## src/rtl/instr_sequencer.sv

```systemverilog
// Multi-cycle instruction sequencer: fetch into IR, step decoder control words until next step 00.
// Optional SEQ_PERF_CNT_EN adds retired_cnt / stall_cnt performance counters.
module instr_sequencer #(
  parameter int unsigned CW_W      = 31,
  parameter int unsigned MAX_STEPS = 4
) (
  input  logic            clock,
  input  logic            reset_n,
  input  logic            instr_valid,
  input  logic [31:0]     instr_in,
  output logic            fetch_req,
  output logic [31:0]     instruction,
  output logic [1:0]      state,
  input  logic [CW_W-1:0] cw_in,
  input  logic [1:0]      next_state_in,
  input  logic            mem_ready,
  input  logic            halt_req,
  output logic [CW_W-1:0] controlWord,
  output logic            busy,
  output logic            halted,
`ifdef SEQ_PERF_CNT_EN
  output logic [31:0]     retired_cnt,
  output logic [31:0]     stall_cnt,
`endif
  output logic            seq_error
);

  localparam int unsigned CNT_W   = $clog2(MAX_STEPS) + 1;
  localparam int unsigned PSEL_HI = 30;
  localparam int unsigned PSEL_LO = 29;
  localparam int unsigned REGW    = 8;
  localparam int unsigned RAMW    = 7;
  localparam int unsigned EN_MEM  = 6;

  typedef enum logic [1:0] {S_IDLE, S_FETCH, S_EXEC, S_HALTED} fsm_t;

  fsm_t             fsm;
  logic [31:0]      ir;
  logic [1:0]       step;
  logic [CNT_W-1:0] step_cnt;
  logic             err;
  logic             busy_q;
  logic             halted_q;
  logic             mem_wait_c;

  assign mem_wait_c  = (fsm == S_EXEC) && (cw_in[EN_MEM] || cw_in[RAMW]) && !mem_ready;
  assign fetch_req   = (fsm == S_FETCH);
  assign instruction = ir;
  assign state       = step;
  assign busy        = busy_q;
  assign halted      = halted_q;
  assign seq_error   = err;

  // Pass decoder word through in EXEC; suppress register write-back and bus select while stalled
  always_comb begin
    controlWord = '0;
    if (fsm == S_EXEC) begin
      controlWord = cw_in;
      if (mem_wait_c) begin
        controlWord[REGW]            = 1'b0;
        controlWord[PSEL_HI:PSEL_LO] = 2'b00;
      end
    end
  end

  always_ff @(posedge clock or negedge reset_n) begin
    if (!reset_n) begin
      fsm      <= S_IDLE;
      ir       <= '0;
      step     <= 2'b00;
      step_cnt <= '0;
      err      <= 1'b0;
      busy_q   <= 1'b0;
      halted_q <= 1'b0;
    end else begin
      case (fsm)
        S_IDLE: begin
          if (halt_req) begin
            fsm      <= S_HALTED;
            halted_q <= 1'b1;
          end else begin
            fsm <= S_FETCH;
          end
        end
        S_FETCH: begin
          if (instr_valid) begin
            ir       <= instr_in;
            step     <= 2'b00;
            step_cnt <= '0;
            fsm      <= S_EXEC;
            busy_q   <= 1'b1;
          end else if (halt_req) begin
            fsm      <= S_HALTED;
            halted_q <= 1'b1;
          end
        end
        S_EXEC: begin
          if (!mem_wait_c) begin
            if (next_state_in == 2'b00) begin
              step     <= 2'b00;
              step_cnt <= '0;
              busy_q   <= 1'b0;
              if (halt_req) begin
                fsm      <= S_HALTED;
                halted_q <= 1'b1;
              end else begin
                fsm <= S_FETCH;
              end
            end else if (step_cnt == CNT_W'(MAX_STEPS - 1)) begin
              // Runaway decoder sequence: flag and abandon the instruction
              err      <= 1'b1;
              step     <= 2'b00;
              step_cnt <= '0;
              busy_q   <= 1'b0;
              fsm      <= S_FETCH;
            end else begin
              step     <= next_state_in;
              step_cnt <= step_cnt + CNT_W'(1);
            end
          end
        end
        S_HALTED: begin
          if (!halt_req) begin
            fsm      <= S_FETCH;
            halted_q <= 1'b0;
          end
        end
        default: begin
          fsm      <= S_IDLE;
          busy_q   <= 1'b0;
          halted_q <= 1'b0;
        end
      endcase
    end
  end

`ifdef SEQ_PERF_CNT_EN
  logic retire_c;

  assign retire_c = (fsm == S_EXEC) && !mem_wait_c && (next_state_in == 2'b00);

  // Free-running counters, wrap modulo 2^32
  always_ff @(posedge clock or negedge reset_n) begin
    if (!reset_n) begin
      retired_cnt <= '0;
      stall_cnt   <= '0;
    end else begin
      if (retire_c)   retired_cnt <= retired_cnt + 32'd1;
      if (mem_wait_c) stall_cnt   <= stall_cnt + 32'd1;
    end
  end
`endif

endmodule

```

## config.mk

```make
export PLATFORM = sky130hd
export DESIGN_NAME = instr_sequencer
export DESIGN_NICKNAME = d
export VERILOG_FILES = /design/src/rtl/instr_sequencer.sv
export SDC_FILE = /design/constraint.sdc
export NUM_CORES = 1
export LEC_CHECK = 0
export ABC_AREA = 1
export BUFFER_PORTS_ARGS = -buffer_cell sky130_fd_sc_hd__buf_2
export CORE_MARGIN = 1
export CORE_UTILIZATION = 27
export DETAILED_ROUTE_END_ITERATION = 10
export GPL_TIMING_DRIVEN = 0
export REMOVE_ABC_BUFFERS = 1
export SLEW_MARGIN = 20
export SYNTH_ARGS = -nofsm -noshare
export SYNTH_HDL_FRONTEND = slang
export SYNTH_SLANG_ARGS = --single-unit
```

## constraint.sdc

```tcl
create_clock -name clock -period 1.18 [get_ports clock]
set_input_delay 0.236 -clock clock [delete_from_list [all_inputs] [get_ports clock]]
set_output_delay 0.236 -clock clock [all_outputs]
set_load 0.01 [all_outputs]
```

### After elaboration in Yosys (flattened, before gate mapping)

Cells that the tools add are included.

* add/subtract/negate cells: 1
* multiply operators: 0
* div/mod/pow operators: 0
* magnitude comparators: 0
* eq/ne operators: 11
* shift operators: 0
* multiplexer cells: 32
* bitwise logic cells: 2
* reduce and logical (&&, ||, !) cells: 13

Operators by type and width (count)
* $mux 31: 1
* $mux 2: 12
* $reduce_and 4->1: 4
* $mux 3: 4
* $mux 1: 10
* $ne 2x2->1 const B: 4
* $pmux 2 s4: 1
* $pmux 3 s2: 1
* $eq 2x2->1 const B: 2
* $logic_not 2->1: 2
* $pmux 1 s4: 1
* $pmux 2 s2: 1
* $add 3x1->3 const B: 1
* $eq 3x2->1 const B: 1
* $ne 3x1->1 const B: 1
* $ne 3x2->1 const B: 1
* $reduce_and 3->1: 1
* $eq 2x1->1 const B: 1
* $logic_and 1x1->1: 2
* $ne 2x1->1 const B: 1
* $not 1->1: 2
* $pmux 1 s2: 1
* $reduce_and 2->1: 1
* $reduce_bool 2->1: 1
* other kinds (2): 2

* register bits after elaboration: 42
* latch bits: 0
* bits in writable memories: 0
* bits in read-only memories: 0
* logic and storage cells: 66
* memories kept: 0

### Longest topological paths before layout

Gate-level depths: netlist of the first run.

* word-level depth: 5
* mapped depth: 8
* depth with buffers taken out: 8

### Least setup slack after synthesis of the first run

Ideal clock, no wire load.

* path type: reg-to-output
* start: register fsm[0]
* end: output port controlWord[10]
* data arrival time: 1.042 ns
* data required time: 0.944 ns
* slack: -0.098 ns
* cell stages (with the launch flop): 6
* buffers on the path: 2
* cells stage by stage: dfrtp_1 > inv_1 > nand2_1 > buf_2 > buf_2 > nor2_1

* longest elaborated chain between the ends: 2

Ends and longest elaborated chain
* from (decl): RTL line 37 `fsm_t fsm;`
* from (signal assigned): RTL line 68 `fsm <= S_IDLE;`
* from (signal assigned): RTL line 79 `fsm <= S_HALTED;`
* from (signal assigned): RTL line 82 `fsm <= S_FETCH;`
* $eq 2x2->1: RTL line 57 `if (fsm == S_EXEC) begin`
* $mux 31: RTL line 57
* to (decl): RTL line 18 `output logic [CW_W-1:0] controlWord,`

Every way passes these cells.

### Worst setup path after layout of the first run

* start: register fsm[1]
* end: output port controlWord[29]

* longest elaborated chain between the ends: 5

Ends and longest elaborated chain
* $eq 2x2->1 *: RTL line 46, 57
* $logic_and 1x1->1 (2 in a row): RTL line 46 `assign mem_wait_c = (fsm == S_EXEC) && (cw_in[EN_MEM] || cw_in[RAMW]) && !mem_ready;`
* $mux 2: RTL line 59 `if (mem_wait_c) begin`
* $mux 31 *: RTL line 57

Every way passes the cells marked *; elsewhere a longest branch is shown, timed or not.

==> flow_summary.ini, run 1 <==
[synth]
yosysSeqAreaShare_pct = 52.3
async_flop_share_pct = 100
synth_top_family_by_area = simple AND/OR/NAND/NOR gates
synth_area_per_cell_um2 = 7.23
synthCells = 278
netlist_top_cells_area = dfrtp_1 (52%), nand2_1 (22%), inv_1 (8.6%), nor2_1 (7.1%), nand3_1 (2.2%)
syn_area_um2 = 2010
synth_ff_type = dfrtp_1
synth_largest_area_cell = dfrtp_1
synth_cell_types = 18
synth_edf_count = 0
synth_seq_cells = 42
synthMuxAreaShare_pct = 0
synthTopCellsByCount = nand2_1 (119), inv_1 (46), dfrtp_1 (42), nor2_1 (38), nand3_1 (9)
synth_top_area_share_pct = 52.3
synth_compound_area_share_pct = 2.12
synth_xor_area_share_pct = 0
yosysMostFrequentCell = nand2_1
yosys_warnings = 0
synth_fa_ha_area_share_pct = 0.623
yosys.area_share.simple_pct = 34.1

[layout]
nets = 498
antenna_cells = 0
instances_no_fill = 527
post-route-cell-area_um2 = 3160
drive_above_1_share_pct = 43.2
fillerInstances = 724
area_growth_pct = 57.5

[run]
maxCapViolCount = 0

[drt]
detail_route.iter0.violations = 54
route.vias.total = 2185
drc = 2
dr.pass1.iters = 7
vias_per_cell = 4.15
antenna_left = 0
wl_per_cell_um = 11.1
drt_wl_total_mm = 5.84

[floorplanning]
design.core.area_um2 = 7210
die_w_um = 88.3
die_area_um2 = 7790
ioPinCount = 139
row_count = 31
start_util_pct = 27.9
die_h_um = 88.3

[setup_path]
r2r_slack_ns = -0.15
crit_type = reg2out
crit_path_cell_trace = clkinvlp_4, nor2_4, nand3_4, nand3_2, inv_1, buf_2
cp-end-kind = output port
r2r.worst_path.cells = 9
crit_start = fsm[1]
critPathMaxFanout = 4
r2r_end = halted
worst_setup_path_start_kind = flip-flop
cp_slowest_cell = dfrtp_2
max_stage_delay_ns = 0.40
required_ns = 0.94
reg2reg_from = fsm[1]
crit_arrival_ns = 1.30

[grt]
grt.overflow.total = 0
track_usage_pct = 14.5
grt_first_pass_wirelength_mm = 8.50
first_global_vias = 1837
antenna_found_initial = 0
grt_max_degree = 43

[outcome]
status = finished, violations left
failed_checks = DRC, setup timing

[placed_design]
place_inst = 506
io_buffers = 138
dpl-instance-area_um2 = 2780
dp.final_hpwl_mm = 3.91
gp_congestion = 0.737

[sta]
drv_slew = 0
skew_ns = 0.00476
fin_crit_ns = 1.54
finalSetupViolCount = 74
grt_setup_unrepaired = yes
tns_ns = -13.47
period_share_pct = 130
fmax_ghz = 0.651
worst_pin_slew_ns = 0.949
slew_headroom_pct = 36.7
fin_ws_ns = -0.357
hold_viol = 0

[worst_hold_path]
hp-class = in2async

[clock_network]
cts_made_buffers = 5
htree_levels = 2
postCtsHoldBufs = 0
clockBufferDepth = 2
clock-root-buffer = clkbuf_8
cts.sinks = 42
cts_tree = built
clock_latency_ns = 0.29
clk_pin_slew_ns = 0.08

[power_and_ir_drop]
p_leak_nw = 2.00
vdd_drop_max_uv = 971
finalPower_mw = 6.99
pwr_density_cell_nw_per_um2 = 2210
==> logic make-up after synthesis <==
| group | after synthesis |
|---|---|
| buf+inv | 56 |
| flops | 42 |
| compound gates | 8 |
| fa+ha+maj | 1 |
| simple gates | 171 |
==> metrics by stage <==
stage | utilization, % | setup slack [ns] | hold WS (ns)
after CTS | 43.3 | -0.391 | 0.121
after global routing | 43.9 | -0.424 | 0.131
after floorplan | - | -0.430 | -0.0596
after global placement | 38.6 | -1.09 | 0.428
final | 43.9 | -0.357 | 0.0852
after detailed placement | 38.6 | -1.10 | 0.432
==> how the worst max path moves through the flow <==
stage / to / cells after the start
after global placement: instruction[15] / 5
after detailed placement: instruction[15] / 5
after CTS: controlWord[8] / 6
after floorplan: fsm[0] / 4
final: controlWord[29] / 6
after global routing: controlWord[29] / 6
==> timing repair <==
| item | CTS | global route |
|---|---|---|
| endpoints found under the setup margin | 74 | 74 |
| gates resized for setup | 31 | 13 |
| pin swaps | 5 | 5 |
| buffers inserted | 12 | 0 |
| gates cloned | 2 | 0 |
==> sequential cells by signal, indices dropped and copies added, names as in the netlist <==
| signal | flops |
|---|---|
| halted | 1 |
| step_cnt | 3 |
| fsm | 2 |
| instruction | 32 |
| seq_error | 1 |
| state | 2 |
| busy | 1 |
==> per-layer routing <==
metal / track usage [%] / share of wire (%) / up-vias
li1: - / - / 1107
met1: 15.9 / 40 / 964
met2: 28.3 / 51 / 110
met3: 2.89 / 8.2 / 4
met4: 3.96 / 0.72 / 0
met5: 0 / 0 / -
==> report_power, final <==
part,leakage [nW],internal (mW),switching (mW),total [mW]
clock network,0.0472,0.471,0.498,0.969
logic,1.43,1.48,2.10,3.58
registers,0.525,2.08,0.361,2.44
==> critical path, delay by kind of cell, from the launching register on <==
family / cells / cell delay [ns]
buffers and inverters: 3 / 0.28
DFF: 1 / 0.40
and+or+nand+nor: 3 / 0.34
==> cell type report <==
class / instances / area, um^2 / share of cell area (%)
repair buffers: 149 / 820 / 25.9
clock buffers: 6 / 82.6 / 2.61
inverters: 47 / 199 / 6.29
flip-flops and latches: 42 / 1050 / 33.3
clock inverters: 2 / 12.5 / 0.395
multi-input cells: 182 / 873 / 27.6
well taps: 99 / 124 / 3.91
==> placed cells by master, fill, tap and decap left out <==
master        n
nor2_4        2
a21o_1        1
clkinv_2      1
inv_1        41
nor2_2        2
nand2_8       2
o21ai_1       2
nand4_1       1
ha_1          1
o21ai_0       3
buf_6         5
nor2_1       35
a21oi_1       1
buf_4         5
nand2_1     113
nand3_2       3
inv_16        1
nand2_2       3
dfrtp_2       2
nand3_1       5
buf_2       137
buf_12        2
nand3_4       4
o21ai_2       1
nand2_4       3
inv_2         3
clkbuf_8      6
dfrtp_1      40
clkinvlp_4    2
inv_4         1
(Power assumes the default switching activity.)
==> run 2, diff against run 1 <==
- CORE_UTILIZATION: 27 -> 37
- PLACE_DENSITY: default -> 0.76
- SETUP_SLACK_MARGIN: default -> 0.4
==> run 2 against run 1 <==
  * The run ends with hold timing, setup timing left
  * Flip-flop and latch count stayed put
  * Non-clock buffer count increased by 22
  * Clock power grew 44%
  * Global-route usage grew 6.7 points
  * Hold slack worse by 0.16 ns
  * Largest cell class unchanged
  * Largest power group unchanged
==> flow_summary.ini, run 2 (synthesized netlist as in run 1, its figures left out) <==
[sta]
fmax_ghz = 0.631
worst_pin_slew_ns = 0.541
skew_ns = 0.00176
hold_viol = 42
fin_crit_ns = 1.58
fin_ws_ns = -0.404
period_share_pct = 134
hold_ws_ns = -0.0742
grt_setup_unrepaired = yes
slew_headroom_pct = 63.9
drv_slew = 0
finalSetupViolCount = 74
tns_ns = -19.85

[power_and_ir_drop]
pwr_density_cell_nw_per_um2 = 2400
swShare_pct = 40.8
seq_power_share_pct = 29.1
p_switching_mw = 3.46
p_comb_share_pct = 54.4
p_leak_nw = 2.17
vdd_drop_max_uv = 1250
p_int_mw = 5.02
pwr-share-clk_pct = 16.5

[setup_path]
cp-endpoint = controlWord[29]
reg2reg_from = fsm[1]
crit_arrival_ns = 1.35
crit_start = fsm[1]
r2r_slack_ns = -0.27
crit_path_cell_trace = clkinvlp_4, nor2_4, buf_6, nand3_1, inv_1, buf_2
r2r.worst_path.cells = 9
worst_setup_path_start_kind = flip-flop
required_ns = 0.94
r2r_end = fsm[1]
cp-end-kind = output port
critPathMaxFanout = 3
max_stage_delay_ns = 0.40
cp_slowest_cell = dfrtp_2
crit_type = reg2out

[outcome]
status = finished, violations left
failed_checks = hold timing, setup timing

[floorplanning]
die_h_um = 75.7
ioPinCount = 139
die_w_um = 75.7
design.core.area_um2 = 5170
die_area_um2 = 5730
row_count = 26
start_util_pct = 38.8

[grt]
track_usage_pct = 21.2
grt_max_degree = 43
first_global_vias = 1925
grt.overflow.total = 0
grt_first_pass_wirelength_mm = 8.70
antenna_found_initial = 0

[placed_design]
place_inst = 477
place_ws_ns = -1.03
gp_congestion = 0.717
dp.final_hpwl_mm = 3.59
io_buffers = 138

[drt]
route.vias.total = 2354
detail_route.iter0.violations = 124
drc = 0
vias_per_cell = 4.48
wl_per_cell_um = 13.5
dr.pass1.iters = 5
antenna_left = 0
drt_wl_total_mm = 7.10

[layout]
final_common_cell = buf_2
nets = 526
area_growth_pct = 76.1
antenna_cells = 0
fillerInstances = 411
final_cell_mix = buf_2 (133), nand2_1 (108), inv_1 (42)
largest_register_ffs = 32
final_util_pct = 68.4
instances_no_fill = 526
drive_above_1_share_pct = 50.9

[clock_network]
clock-root-buffer = clkbuf_8
cts_made_buffers = 5
htree_levels = 2
cts_tree = built
cts.sinks = 42
clock_latency_ns = 0.29
clockBufferDepth = 2
clk_pin_slew_ns = 0.08

[worst_hold_path]
hp-class = in2async

[run]
maxCapViolCount = 0
==> run 2: cell types whose count changed in the layout (fill, tap and decap cells not counted), sizes merged <==
cell / previous run / this run
buf: 149 / 171
nand2: 121 / 124
bufinv: 0 / 2
clkinvlp: 2 / 1
inv: 46 / 47
nand3: 12 / 13
==> run 2: per-layer routing <==
metal	vias to the layer above	wire, um	GRT usage (%)
met2	111	3590	38.8
met5	-	0	0
met4	0	246	6.17
met1	1058	2730	24.7
met3	16	531	5.03
li1	1169	-	-
==> run 2: cell type report <==
cell class / instances / area, um^2 / share of cell area (%)
Sequential cell: 42 / 1050 / 29.8
Timing Repair Buffer: 171 / 1020 / 28.9
Multi-Input combinational cell: 186 / 1000 / 28.3
Inverter: 47 / 201 / 5.69
Tap cell: 70 / 87.6 / 2.48
Clock buffer: 6 / 82.6 / 2.33
Clock inverter: 2 / 60.1 / 1.70
Timing Repair inverter: 2 / 31.3 / 0.884
==> run 2: critical path, delay by kind of cell, from the launching register on <==
family / cells / cell delay (ns)
simple gates: 2 / 0.22
flops: 1 / 0.40
buf+inv: 4 / 0.43
==> run 2: power by group through the flow <==
stage	combinational [mW]	clock, mW	sequential [mW]
after floorplan	1.35	0	2.73
after global placement	2.77	0	2.45
final	4.61	1.40	2.46
after CTS	3.70	1.44	2.44
after global routing	5.06	1.50	2.53
after detailed placement	2.86	0	2.45
==> run 2: how the worst min path moves through the flow <==
stage,slack [ns],cells past startpoint,start,endpoint
6_report,-0.07,1,reset_n,instruction[22]
5_1_grt,-0.05,1,reset_n,instruction[20]
4_1_cts,-0.06,1,reset_n,instruction[22]
3_5_place_dp,0.44,1,reset_n,instruction[21]
3_3_place_gp,0.43,1,reset_n,instruction[22]
2_1_floorplan,-0.06,0,reset_n,busy
==> run 2: metrics by stage <==
step                total power, mW  cell area [um^2]
global route                   9.09              3540
detailed placement             5.31              2750
global placement               5.22              2750
finish                         8.48              3540
floorplan                      4.08              1970
CTS                            7.57              3210
==> run 2: repair_timing <==
action                     4_1_cts  5_1_grt
setup buffers                   17       16
hold endpoints to repair        42       42
cloned                           4        4
setup endpoints to repair      111      111
pin swaps                        5        9
resized for setup               36       48
